==> src/rtl/ni_packetizer_if.sv <==
// ni_packetizer_if: PE-side command/data handshakes plus router Local-port
// flit/credit wires for the packetizer.
//   slave  modport: the packetizer (accepts commands/data, drives flits)
//   master modport: PE + router side (offers commands/data, returns credits)
// Signals: cmd_valid/cmd_ready/cmd_dst/cmd_len, data_valid/data_ready/data_in,
//          credit_in, valid_out, TX, busy, credit_cnt.
interface ni_packetizer_if #(
  parameter int DATA_WIDTH  = 32,
  parameter int NoC_size    = 4,
  parameter int CREDIT_INIT = 4
);
  localparam int CW = $clog2(CREDIT_INIT + 1);

  logic                  cmd_valid;
  logic                  cmd_ready;
  logic [NoC_size-1:0]   cmd_dst;
  logic [11:0]           cmd_len;
  logic                  data_valid;
  logic                  data_ready;
  logic [DATA_WIDTH-4:0] data_in;
  logic                  credit_in;
  logic                  valid_out;
  logic [DATA_WIDTH-1:0] TX;
  logic                  busy;
  logic [CW-1:0]         credit_cnt;

  modport slave (
    input  cmd_valid, cmd_dst, cmd_len, data_valid, data_in, credit_in,
    output cmd_ready, data_ready, valid_out, TX, busy, credit_cnt
  );

  modport master (
    output cmd_valid, cmd_dst, cmd_len, data_valid, data_in, credit_in,
    input  cmd_ready, data_ready, valid_out, TX, busy, credit_cnt
  );
endinterface

==> src/rtl/ni_packetizer.sv <==
// ni_packetizer: turns a PE command (dst, len) plus payload words into a
// header/body.../tail flit packet for the router Local input port, with
// credit-based flow control against the router input FIFO.
// Ports:
//   clk          clock, rising edge
//   reset        asynchronous active-low reset
//   bus          ni_packetizer_if.slave (command, data, flit, credit, status)
//   credit_err   sticky credit-overflow flag, only when NI_CREDIT_CHECK_EN
//                is defined
// Optional feature macro: NI_CREDIT_CHECK_EN
module ni_packetizer #(
  parameter int DATA_WIDTH      = 32,
  parameter int current_address = 0,
  parameter int NoC_size        = 4,
  parameter int CREDIT_INIT     = 4
) (
  input  logic             clk,
  input  logic             reset,
  ni_packetizer_if.slave   bus
`ifdef NI_CREDIT_CHECK_EN
  ,
  output logic             credit_err
`endif
);
  localparam int CW = $clog2(CREDIT_INIT + 1);
  localparam logic [CW-1:0] CMAX = CW'(CREDIT_INIT);

  typedef enum logic {IDLE, PAYLOAD} state_t;

  state_t                state, state_nxt;
  logic [CW-1:0]         cnt;
  logic [11:0]           rem;
  logic [11:0]           len_n, len_p1;
  logic                  has_credit, last_word;
  logic                  cmd_fire, data_fire, issue;
  logic [DATA_WIDTH-1:0] hdr;

  assign has_credit = (cnt != '0);
  assign last_word  = (rem <= 12'd1);
  assign issue      = cmd_fire | data_fire;

  // Zero-length commands still carry one payload word in the tail.
  assign len_n  = (bus.cmd_len == 12'd0) ? 12'd1 : bus.cmd_len;
  assign len_p1 = len_n + 12'd1;

  always_comb begin
    hdr = '0;
    hdr[DATA_WIDTH-1 -: 3]            = 3'b001;
    hdr[DATA_WIDTH-4 -: 12]           = len_p1;
    hdr[DATA_WIDTH-19 +: NoC_size]    = bus.cmd_dst;
    hdr[DATA_WIDTH-19-NoC_size +: NoC_size] = NoC_size'(current_address);
  end

  // Readies look only at state and the registered count; gating with reset
  // keeps them low while reset is held and lets cmd_ready rise as soon as
  // reset is released.
  always_comb begin
    state_nxt      = state;
    bus.cmd_ready  = 1'b0;
    bus.data_ready = 1'b0;
    cmd_fire       = 1'b0;
    data_fire      = 1'b0;
    case (state)
      IDLE: begin
        bus.cmd_ready = reset && has_credit;
        cmd_fire      = bus.cmd_valid && reset && has_credit;
        if (cmd_fire) state_nxt = PAYLOAD;
      end
      PAYLOAD: begin
        bus.data_ready = reset && has_credit;
        data_fire      = bus.data_valid && reset && has_credit;
        if (data_fire && last_word) state_nxt = IDLE;
      end
      default: state_nxt = IDLE;
    endcase
  end

  always_ff @(posedge clk or negedge reset) begin
    if (!reset) state <= IDLE;
    else        state <= state_nxt;
  end

  always_ff @(posedge clk or negedge reset) begin
    if (!reset) begin
      bus.TX        <= '0;
      bus.valid_out <= 1'b0;
      rem           <= '0;
    end else begin
      bus.valid_out <= issue;
      if (cmd_fire) begin
        bus.TX <= hdr;
        rem    <= len_n;
      end else if (data_fire) begin
        bus.TX <= {(last_word ? 3'b100 : 3'b010), bus.data_in};
        rem    <= rem - 12'd1;
      end
    end
  end

  // Issue and credit in the same cycle cancel; a credit at full count is
  // dropped (saturate).
  always_ff @(posedge clk or negedge reset) begin
    if (!reset) cnt <= CMAX;
    else if (issue && !bus.credit_in) cnt <= cnt - 1'b1;
    else if (!issue && bus.credit_in && cnt != CMAX) cnt <= cnt + 1'b1;
  end

`ifdef NI_CREDIT_CHECK_EN
  always_ff @(posedge clk or negedge reset) begin
    if (!reset) credit_err <= 1'b0;
    else if (bus.credit_in && cnt == CMAX) credit_err <= 1'b1;
  end
`endif

  assign bus.busy       = (state == PAYLOAD);
  assign bus.credit_cnt = cnt;
endmodule

==> src/flat_wrapper.sv <==
// flat-port wrapper written by rule: the top's interface ports become plain ports
module ni_packetizer_flat 
#(
  parameter int DATA_WIDTH      = 32,
  parameter int current_address = 0,
  parameter int NoC_size        = 4,
  parameter int CREDIT_INIT     = 4
)
  (clk, reset, bus_cmd_valid, bus_cmd_dst, bus_cmd_len, bus_data_valid, bus_data_in, bus_credit_in, bus_cmd_ready, bus_data_ready, bus_valid_out, bus_TX, bus_busy, bus_credit_cnt);
  ni_packetizer_if #(.DATA_WIDTH(DATA_WIDTH), .NoC_size(NoC_size), .CREDIT_INIT(CREDIT_INIT)) bus_i ();
  input  logic clk;
  input  logic reset;
  input wire logic [$bits(bus_i.cmd_valid)-1:0] bus_cmd_valid;
  input wire logic [$bits(bus_i.cmd_dst)-1:0] bus_cmd_dst;
  input wire logic [$bits(bus_i.cmd_len)-1:0] bus_cmd_len;
  input wire logic [$bits(bus_i.data_valid)-1:0] bus_data_valid;
  input wire logic [$bits(bus_i.data_in)-1:0] bus_data_in;
  input wire logic [$bits(bus_i.credit_in)-1:0] bus_credit_in;
  output wire logic [$bits(bus_i.cmd_ready)-1:0] bus_cmd_ready;
  output wire logic [$bits(bus_i.data_ready)-1:0] bus_data_ready;
  output wire logic [$bits(bus_i.valid_out)-1:0] bus_valid_out;
  output wire logic [$bits(bus_i.TX)-1:0] bus_TX;
  output wire logic [$bits(bus_i.busy)-1:0] bus_busy;
  output wire logic [$bits(bus_i.credit_cnt)-1:0] bus_credit_cnt;
  assign bus_i.cmd_valid = bus_cmd_valid;
  assign bus_i.cmd_dst = bus_cmd_dst;
  assign bus_i.cmd_len = bus_cmd_len;
  assign bus_i.data_valid = bus_data_valid;
  assign bus_i.data_in = bus_data_in;
  assign bus_i.credit_in = bus_credit_in;
  assign bus_cmd_ready = bus_i.cmd_ready;
  assign bus_data_ready = bus_i.data_ready;
  assign bus_valid_out = bus_i.valid_out;
  assign bus_TX = bus_i.TX;
  assign bus_busy = bus_i.busy;
  assign bus_credit_cnt = bus_i.credit_cnt;
  ni_packetizer #(.DATA_WIDTH(DATA_WIDTH), .current_address(current_address), .NoC_size(NoC_size), .CREDIT_INIT(CREDIT_INIT)) u_core (.clk(clk), .reset(reset), .bus(bus_i));
endmodule
==> config.mk <==
export PLATFORM = sky130hd
export DESIGN_NAME = ni_packetizer_flat
export DESIGN_NICKNAME = d
export VERILOG_FILES = /design/src/rtl/ni_packetizer_if.sv /design/src/rtl/ni_packetizer.sv /design/src/flat_wrapper.sv
export SDC_FILE = /design/constraint.sdc
export NUM_CORES = 1
export LEC_CHECK = 0
export CAP_MARGIN = 20
export CORE_MARGIN = 8
export CORE_UTILIZATION = 45
export DETAILED_ROUTE_END_ITERATION = 16
export PLACE_DENSITY_LB_ADDON = 0.25
export SETUP_SLACK_MARGIN = 0.3
export SYNTH_ARGS = -nofsm -noshare
export SYNTH_HDL_FRONTEND = slang
export SYNTH_SLANG_ARGS = --single-unit
==> constraint.sdc <==
create_clock -name clk -period 6.49 [get_ports clk]
set_input_delay 1.6225 -clock clk [delete_from_list [all_inputs] [get_ports clk]]
set_output_delay 1.6225 -clock clk [all_outputs]
set_load 0.01 [all_outputs]
==> impl_results.html, run 1 <==
<table>
<tr><th>Metric</th><th>Value</th></tr>
<tr><th colspan="2">Die</th></tr>
<tr><td>Height of the die</td><td>92.3 um</td></tr>
<tr><td>Number of top-level pins</td><td>89</td></tr>
<tr><td>Area of the core</td><td>5570 sq um</td></tr>
<tr><td>Number of rows in the core area</td><td>27</td></tr>
<tr><td>Die extent in x</td><td>92.3 um</td></tr>
<tr><td>Total die area</td><td>8520 sq um</td></tr>
<tr><td>Initial cell density of the core</td><td>47.0%</td></tr>
<tr><th colspan="2">Power</th></tr>
<tr><td>Worst supply voltage drop on vdd</td><td>0.194 mV</td></tr>
<tr><td>Share of total power in combinational logic</td><td>48.5%</td></tr>
<tr><td>Switching power as a share of total power</td><td>37.4%</td></tr>
<tr><td>Net switching power of the design</td><td>552 uW</td></tr>
<tr><td>Relative contribution of sequential cells to total power</td><td>39.3%</td></tr>
<tr><td>Power density normalized to cell area</td><td>406 nW/um^2</td></tr>
<tr><td>Lkg Pwr</td><td>0.00154 uW</td></tr>
<tr><td>Clock power frac</td><td>12.2%</td></tr>
<tr><td>Internal power consumption</td><td>925 uW</td></tr>
<tr><th colspan="2">STA</th></tr>
<tr><td>Hold violation count in the final report</td><td>0</td></tr>
<tr><td>Fmax achieved</td><td>224 MHz</td></tr>
<tr><td>Worst setup skew after layout</td><td>0.00433 ns</td></tr>
<tr><td>Final Worst Setup Slack</td><td>2.03 ns</td></tr>
<tr><td>Number of setup violations in the final report</td><td>0</td></tr>
<tr><td>Final worst path period share</td><td>68.7%</td></tr>
<tr><td>Fin. max-slew vios</td><td>0</td></tr>
<tr><td>Final Hold Slack</td><td>0.492 ns</td></tr>
<tr><td>Post-Route Setup TNS</td><td>0 ns</td></tr>
<tr><td>RSZ-0062 raised after global routing</td><td>no</td></tr>
<tr><td>Worst Max-Slew Pin Slew</td><td>1.01 ns</td></tr>
<tr><td>Slew margin rel.</td><td>32.5%</td></tr>
<tr><td>Final worst path period need</td><td>4.46 ns</td></tr>
<tr><th colspan="2">Cells and area</th></tr>
<tr><td>Fin nets</td><td>403</td></tr>
<tr><td>Most frequent cells in the layout</td><td>sky130_fd_sc_hd__clkdlybuf4s50_1, sky130_fd_sc_hd__dfrtp_1, sky130_fd_sc_hd__nand2_1, sky130_fd_sc_hd__nor2_1, sky130_fd_sc_hd__a22o_1</td></tr>
<tr><td>Fillers</td><td>467</td></tr>
<tr><td>ANT cells</td><td>0</td></tr>
<tr><td>Area of all placed cells without fillers</td><td>3640 sq um</td></tr>
<tr><td>Share of cells above drive strength 1</td><td>6.84%</td></tr>
<tr><td>Commonest non-fill, non-tap cell in the layout</td><td>sky130_fd_sc_hd__clkdlybuf4s50_1</td></tr>
<tr><td>Non-filler cells in the finished layout</td><td>423</td></tr>
<tr><td>Area overhead of the layout relative to synthesis</td><td>38.9%</td></tr>
<tr><th colspan="2">Placement</th></tr>
<tr><td>Final estimated routing congestion in global placement</td><td>0.864</td></tr>
<tr><td>Worst Setup Slack post-DPL</td><td>1.95 ns</td></tr>
<tr><td>Total cell area at the placement stage</td><td>3540 sq um</td></tr>
<tr><td>Placed Instances</td><td>414</td></tr>
<tr><td>HPWL after detailed placement</td><td>5480 um</td></tr>
<tr><td>Number of port buffers</td><td>88</td></tr>
<tr><th colspan="2">Yosys</th></tr>
<tr><td>Number of enable-type register cells in the synthesized netlist</td><td>0</td></tr>
<tr><td>Flip-flop and latch count after synthesis</td><td>49</td></tr>
<tr><td>Syn Std Cell Area</td><td>2620 sq um</td></tr>
<tr><td>Share of synthesized registers carrying an async set or reset</td><td>100%</td></tr>
<tr><td>Number of warning messages in the yosys log</td><td>0</td></tr>
<tr><td>Syn Inst Count</td><td>265</td></tr>
<tr><td>Share of the yosys chip area belonging to registers</td><td>46.8%</td></tr>
<tr><td>Mean Syn Cell Area</td><td>9.89 sq um</td></tr>
<tr><td>Post-synth top flop</td><td>sky130_fd_sc_hd__dfrtp_1</td></tr>
<tr><td>Post-Syn Nets</td><td>318</td></tr>
<tr><td>Number of distinct library cell variants in the gate-level netlist after synthesis</td><td>49</td></tr>
<tr><th colspan="2">Critical path</th></tr>
<tr><td>Length in cells of the worst reg-to-reg path</td><td>8</td></tr>
<tr><td>Worst Path Required</td><td>4.87 ns</td></tr>
<tr><td>Reg2Reg Setup Slack</td><td>3.45 ns</td></tr>
<tr><td>Largest fanout on the critical path</td><td>12</td></tr>
<tr><td>Type of the worst setup path</td><td>input port to primary output</td></tr>
<tr><td>Worst EP arrival</td><td>2.84 ns</td></tr>
<tr><td>Type of element capturing the critical path</td><td>primary output</td></tr>
<tr><td>Kind of start point of the critical path</td><td>input port</td></tr>
<tr><th colspan="2">Routing</th></tr>
<tr><td>Count of vias placed by the detailed router</td><td>2,373</td></tr>
<tr><td>First DRT Iteration DRCs</td><td>95</td></tr>
<tr><td>Final routed wire length divided by cell count</td><td>17.7 um</td></tr>
<tr><td>WL final</td><td>7480 um</td></tr>
<tr><td>Number of vias per cell after detailed routing</td><td>5.61</td></tr>
<tr><td>Number of iterations in the first detailed-routing pass</td><td>4</td></tr>
<tr><td>Detailed-route DRC error count</td><td>0</td></tr>
<tr><td>Number of antenna-violating nets in the routed design</td><td>0</td></tr>
<tr><th colspan="2">Clock tree</th></tr>
<tr><td>Worst-skew pair later-pin latency</td><td>0.30 ns</td></tr>
<tr><td>Hold buffer count at cts</td><td>0</td></tr>
<tr><td>Post-CTS Setup Repair Bufs</td><td>0</td></tr>
<tr><td>Clock slew seen by the registers of the worst setup and hold paths</td><td>0.09 ns</td></tr>
<tr><td>Max clock buf depth</td><td>2</td></tr>
<tr><td>Post-cts sizing count</td><td>0</td></tr>
<tr><td>CTS tree</td><td>built</td></tr>
<tr><td>Sinks on Clock Net</td><td>49</td></tr>
<tr><td>Clock tree root driver cell</td><td>sky130_fd_sc_hd__clkbuf_8</td></tr>
<tr><td>Number of levels the H-tree was split into</td><td>2</td></tr>
<tr><td>Number of buffers inserted during clock tree synthesis</td><td>5</td></tr>
<tr><th colspan="2">GRT</th></tr>
<tr><td>Antenna violations before repair</td><td>0</td></tr>
<tr><td>Remaining global-route overflow</td><td>0</td></tr>
<tr><td>Global-route wire length before repair</td><td>12,500 um</td></tr>
<tr><td>Largest net degree at the start of global routing</td><td>44</td></tr>
<tr><td>Via count of the first global-routing pass</td><td>2,469</td></tr>
<tr><td>Aggregate global-route resource usage</td><td>17.9%</td></tr>
<tr><th colspan="2">Run</th></tr>
<tr><td>Count of maximum capacitance violations</td><td>0</td></tr>
<tr><th colspan="2">Run status</th></tr>
<tr><td>Status</td><td>finished clean</td></tr>
<tr><th colspan="2">Min path</th></tr>
<tr><td>Hold Path Depth</td><td>2</td></tr>
<tr><td>Hold Path Class</td><td>flip-flop to flip-flop</td></tr>
</table>
==> worst paths after layout <==
kind	endpoint	start
worst max-delay path	bus_data_ready	reset
worst min-delay path	u_core.bus.TX[29]$_DFFE_PN0N_	u_core.bus.TX[29]$_DFFE_PN0N_
worst max register to register	u_core.bus.credit_cnt[1]$_DFFE_PN0P_	u_core.bus.credit_cnt[2]$_DFFE_PN1P_
worst min register to register	u_core.bus.TX[29]$_DFFE_PN0N_	u_core.bus.TX[29]$_DFFE_PN0N_
max in group asynchronous	u_core.bus.credit_cnt[2]$_DFFE_PN1P_	reset
min in group asynchronous	u_core.bus.TX[22]$_DFFE_PN0N_	reset
==> layout make-up <==
class,instances,area (sq um),share of cell area [%]
repair buffers,92,913,25.1
inverters,8,30.0,0.825
multi-input cells,194,1290,35.5
clock inverters,2,15.0,0.413
flip-flops and latches,49,1230,33.7
clock buffers,6,72.6,1.99
well taps,72,90.1,2.48
==> state kept, by name, summed over array words and instances, names as in the netlist <==
register and flops:
u_core.rem 12, u_core.bus.valid_out 1, u_core.bus.credit_cnt 3, u_core.bus.TX 32, u_core.bus.busy 1
==> cell usage after synthesis, types with 5 or more instances <==
cell | count | area [sq um]
sky130_fd_sc_hd__a31oi_1 | 6 | 37.5
sky130_fd_sc_hd__mux2i_1 | 13 | 130
sky130_fd_sc_hd__nand2_1 | 33 | 124
sky130_fd_sc_hd__a22o_1 | 14 | 123
sky130_fd_sc_hd__nor4_1 | 7 | 43.8
sky130_fd_sc_hd__buf_2 | 6 | 30.0
sky130_fd_sc_hd__xnor2_1 | 10 | 87.6
sky130_fd_sc_hd__nand3_1 | 8 | 40.0
sky130_fd_sc_hd__a22oi_1 | 5 | 37.5
sky130_fd_sc_hd__a21oi_1 | 7 | 35.0
sky130_fd_sc_hd__clkbuf_1 | 5 | 18.8
sky130_fd_sc_hd__o211ai_1 | 5 | 37.5
sky130_fd_sc_hd__o21ai_0 | 11 | 55.1
sky130_fd_sc_hd__dfrtp_1 | 48 | 1200
sky130_fd_sc_hd__nor2_1 | 16 | 60.1
sky130_fd_sc_hd__nor3_1 | 13 | 65.1
sky130_fd_sc_hd__inv_1 | 8 | 30.0
==> cells by family after synthesis <==
kind of cell	after synthesis	synth area share (%)
fa+ha+maj	3	1.72
flops	49	46.8
mux	14	5.40
xor+xnor	12	4.01
compound gates	65	18.3
buf+inv	22	3.87
simple gates	100	19.9
==> critical path, cell delays in order <==
cell	delay [ns]
sky130_fd_sc_hd__buf_2	0.29
sky130_fd_sc_hd__o31a_1	0.26
sky130_fd_sc_hd__and2_1	0.14
sky130_fd_sc_hd__clkdlybuf4s50_1	0.53
==> power groups by stage <==
stage / registers (uW) / clock network [uW] / logic [uW]
2_1_floorplan: 609 / 0 / 331
3_3_place_gp: 573 / 0 / 703
3_5_place_dp: 582 / 0 / 718
4_1_cts: 578 / 186 / 722
5_1_grt: 603 / 197 / 785
6_report: 581 / 180 / 716
==> stage by stage <==
stage / total power, uW / utilization [%]
floorplan: 940 / -
global placement: 1280 / 63.5
detailed placement: 1300 / 63.5
CTS: 1490 / 65.0
global route: 1580 / 65.3
finish: 1480 / 65.3
==> per-layer routing <==
metal / GRT usage [%] / part of all wire (%) / vias up
met2: 28.4 / 47 / 89
met4: 5.37 / 1.1 / 0
met5: 0 / 0 / -
met3: 4.52 / 7.4 / 6
li1: - / - / 1140
met1: 23.4 / 44 / 1138
Note: power is estimated with default switching activity, not from simulation.
==> run 2: changes to the inputs <==
- CORE_UTILIZATION: 45 -> 41
- clock period: 6.49 -> 3.7 ns (I/O delays scaled with it)
==> impl_results.html, run 2 (synthesis results as in run 1) <==
<table>
<tr><th>Metric</th><th>Value</th></tr>
<tr><th colspan="2">Power</th></tr>
<tr><td>Share of total power in combinational logic</td><td>49.0% (was 48.5%)</td></tr>
<tr><td>Worst supply voltage drop on vdd</td><td>0.354 mV (was 0.194 mV)</td></tr>
<tr><td>Internal power consumption</td><td>1620 uW (was 925 uW)</td></tr>
<tr><td>Switching power as a share of total power</td><td>37.3% (was 37.4%)</td></tr>
<tr><td>Final Total Pwr</td><td>2590 uW (was 1480 uW)</td></tr>
<tr><td>Clock power frac</td><td>12.0% (was 12.2%)</td></tr>
<tr><td>Power density normalized to cell area</td><td>709 nW/um^2 (was 406 nW/um^2)</td></tr>
<tr><td>Net switching power of the design</td><td>965 uW (was 552 uW)</td></tr>
<tr><td>Relative contribution of sequential cells to total power</td><td>39.0% (was 39.3%)</td></tr>
<tr><td>Lkg Pwr</td><td>0.00154 uW (about the same)</td></tr>
<tr><th colspan="2">Critical path</th></tr>
<tr><td>Kind of start point of the critical path</td><td>input port (unchanged)</td></tr>
<tr><td>Type of the worst setup path</td><td>input port to primary output (unchanged)</td></tr>
<tr><td>Worst Path Required</td><td>2.77 ns (was 4.87 ns)</td></tr>
<tr><td>Type of element capturing the critical path</td><td>primary output (unchanged)</td></tr>
<tr><td>Worst EP arrival</td><td>2.15 ns (was 2.84 ns)</td></tr>
<tr><td>Largest fanout on the critical path</td><td>14 (was 12)</td></tr>
<tr><th colspan="2">STA</th></tr>
<tr><td>Post-Route Setup TNS</td><td>0 ns (unchanged)</td></tr>
<tr><td>Final worst path period share</td><td>83.1%</td></tr>
<tr><td>Worst setup skew after layout</td><td>0.00497 ns (was 0.00433 ns)</td></tr>
<tr><td>Fin. max-slew vios</td><td>0 (unchanged)</td></tr>
<tr><td>Slew margin rel.</td><td>55.1% (was 32.5%)</td></tr>
<tr><td>Worst Max-Slew Pin Slew</td><td>0.671 ns (was 1.01 ns)</td></tr>
<tr><td>Number of setup violations in the final report</td><td>0 (unchanged)</td></tr>
<tr><td>Hold violation count in the final report</td><td>0 (unchanged)</td></tr>
<tr><td>Fmax achieved</td><td>325 MHz</td></tr>
<tr><td>Final worst path period need</td><td>3.08 ns</td></tr>
<tr><td>RSZ-0062 raised after global routing</td><td>no (unchanged)</td></tr>
<tr><th colspan="2">Run</th></tr>
<tr><td>Count of maximum capacitance violations</td><td>0 (unchanged)</td></tr>
<tr><th colspan="2">Routing</th></tr>
<tr><td>Count of vias placed by the detailed router</td><td>2,386 (was 2,373)</td></tr>
<tr><td>First DRT Iteration DRCs</td><td>131 (was 95)</td></tr>
<tr><td>Number of vias per cell after detailed routing</td><td>5.56 (was 5.61)</td></tr>
<tr><td>Detailed-route DRC error count</td><td>0 (unchanged)</td></tr>
<tr><td>WL final</td><td>7560 um (was 7480 um)</td></tr>
<tr><td>Number of iterations in the first detailed-routing pass</td><td>4 (unchanged)</td></tr>
<tr><td>Number of antenna-violating nets in the routed design</td><td>0 (unchanged)</td></tr>
<tr><td>Final routed wire length divided by cell count</td><td>17.6 um (was 17.7 um)</td></tr>
<tr><th colspan="2">GRT</th></tr>
<tr><td>Antenna violations before repair</td><td>0 (unchanged)</td></tr>
<tr><td>Via count of the first global-routing pass</td><td>2,401 (was 2,469)</td></tr>
<tr><td>Global-route wire length before repair</td><td>12,100 um (was 12,500 um)</td></tr>
<tr><td>Largest net degree at the start of global routing</td><td>42 (was 44)</td></tr>
<tr><td>Remaining global-route overflow</td><td>0 (unchanged)</td></tr>
<tr><td>Aggregate global-route resource usage</td><td>16.6% (was 17.9%)</td></tr>
<tr><th colspan="2">Die</th></tr>
<tr><td>Initial cell density of the core</td><td>41.7% (was 47.0%)</td></tr>
<tr><td>Number of top-level pins</td><td>89 (unchanged)</td></tr>
<tr><td>Total die area</td><td>9200 sq um (was 8520 sq um)</td></tr>
<tr><td>Die extent in x</td><td>95.9 um (was 92.3 um)</td></tr>
<tr><td>Number of rows in the core area</td><td>29 (was 27)</td></tr>
<tr><td>Height of the die</td><td>95.9 um (was 92.3 um)</td></tr>
<tr><td>Area of the core</td><td>6280 sq um (was 5570 sq um)</td></tr>
<tr><th colspan="2">Cells and area</th></tr>
<tr><td>Most flop-heavy register</td><td>u_core.bus.TX (unchanged)</td></tr>
<tr><td>ANT cells</td><td>0 (unchanged)</td></tr>
<tr><td>Area of all placed cells without fillers</td><td>3650 sq um (was 3640 sq um)</td></tr>
<tr><td>Share of cells above drive strength 1</td><td>7.10% (was 6.84%)</td></tr>
<tr><td>Commonest non-fill, non-tap cell in the layout</td><td>sky130_fd_sc_hd__clkdlybuf4s50_1 (unchanged)</td></tr>
<tr><td>Area overhead of the layout relative to synthesis</td><td>39.2% (was 38.9%)</td></tr>
<tr><td>Most frequent cells in the layout</td><td>sky130_fd_sc_hd__clkdlybuf4s50_1, sky130_fd_sc_hd__dfrtp_1, sky130_fd_sc_hd__nand2_1, sky130_fd_sc_hd__nor2_1, sky130_fd_sc_hd__a22o_1 (unchanged)</td></tr>
<tr><td>Non-filler cells in the finished layout</td><td>429 (was 423)</td></tr>
<tr><td>Largest register FFs</td><td>32 (unchanged)</td></tr>
<tr><td>Fin nets</td><td>404 (was 403)</td></tr>
<tr><th colspan="2">Placement</th></tr>
<tr><td>HPWL after detailed placement</td><td>5630 um (was 5480 um)</td></tr>
<tr><td>Placed Instances</td><td>421 (was 414)</td></tr>
<tr><td>Number of port buffers</td><td>88 (unchanged)</td></tr>
<tr><td>Total cell area at the placement stage</td><td>3560 sq um (was 3540 sq um)</td></tr>
<tr><td>Final estimated routing congestion in global placement</td><td>0.846 (was 0.864)</td></tr>
<tr><th colspan="2">Clock tree</th></tr>
<tr><td>Max clock buf depth</td><td>2 (unchanged)</td></tr>
<tr><td>Worst-skew pair later-pin latency</td><td>0.30 ns (about the same)</td></tr>
<tr><td>Sinks on Clock Net</td><td>49 (unchanged)</td></tr>
<tr><td>Clock tree root driver cell</td><td>sky130_fd_sc_hd__clkbuf_8 (unchanged)</td></tr>
<tr><td>Post-CTS Setup Repair Bufs</td><td>0 (unchanged)</td></tr>
<tr><td>Number of levels the H-tree was split into</td><td>2 (unchanged)</td></tr>
<tr><td>Number of buffers inserted during clock tree synthesis</td><td>5 (unchanged)</td></tr>
<tr><td>CTS tree</td><td>built (unchanged)</td></tr>
<tr><td>Clock slew seen by the registers of the worst setup and hold paths</td><td>0.09 ns (about the same)</td></tr>
<tr><td>Post-cts sizing count</td><td>0 (unchanged)</td></tr>
<tr><td>Hold buffer count at cts</td><td>0 (unchanged)</td></tr>
<tr><th colspan="2">Run status</th></tr>
<tr><td>Status</td><td>finished clean (unchanged)</td></tr>
<tr><th colspan="2">Min path</th></tr>
<tr><td>Hold Path Class</td><td>flip-flop to flip-flop (unchanged)</td></tr>
</table>
## run 2: per-stage QoR
stage | worst slack (ns) | hold slack, ns | utilization (%)
4_1_cts | 0.603 | 0.511 | 58.1
3_5_place_dp | 0.603 | 0.487 | 56.7
2_1_floorplan | 1.15 | 0.489 | -
3_3_place_gp | 0.646 | 0.460 | 56.7
6_report | 0.624 | 0.499 | 58.1
5_1_grt | 0.528 | 0.524 | 58.1
## run 2: power groups by stage
stage | clock [uW] | sequential [uW] | combinational (uW)
2_1_floorplan | 0 | 1070 | 580
3_3_place_gp | 0 | 1000 | 1250
3_5_place_dp | 0 | 1010 | 1270
4_1_cts | 323 | 1000 | 1280
5_1_grt | 340 | 1050 | 1380
6_report | 311 | 1010 | 1270
## run 2: worst max-delay path: stages
cell and delay [ns]:
sky130_fd_sc_hd__buf_2 0.30, sky130_fd_sc_hd__o31a_1 0.26, sky130_fd_sc_hd__and2_1 0.14, sky130_fd_sc_hd__clkdlybuf4s50_1 0.53
## run 2: layer usage
layer	track usage, %	vias to the layer above	routed length (um)
met5	0	-	0
met4	4.74	0	89
met2	25.7	76	3570
met1	22.5	1165	3420
met3	3.90	7	482
li1	-	1138	-
## run 2: layout make-up
type / instances / area, sq um
Multi-Input combinational cell: 194 / 1290
Timing Repair Buffer: 93 / 913
Inverter: 8 / 30.0
Fill cell: 555 / 2630
Clock buffer: 6 / 72.6
Clock inverter: 2 / 15.0
Tap cell: 77 / 96.3
Sequential cell: 49 / 1230
## run 2: final timing paths
kind	start	depth (start not counted)	slack [ns]	endpoint
setup reg to reg	u_core.bus.credit_cnt[2]$_DFFE_PN1P_	8	1.49	u_core.bus.credit_cnt[1]$_DFFE_PN0P_
max in group asynchronous	reset	2	2.35	u_core.bus.credit_cnt[2]$_DFFE_PN1P_
hold reg to reg	u_core.bus.TX[30]$_DFFE_PN0N_	2	0.50	u_core.bus.TX[30]$_DFFE_PN0N_
hold / removal	u_core.bus.TX[30]$_DFFE_PN0N_	2	0.50	u_core.bus.TX[30]$_DFFE_PN0N_
min in group asynchronous	reset	1	0.52	u_core.bus.busy$_DFF_PN0_
setup / recovery	reset	4	0.62	bus_data_ready
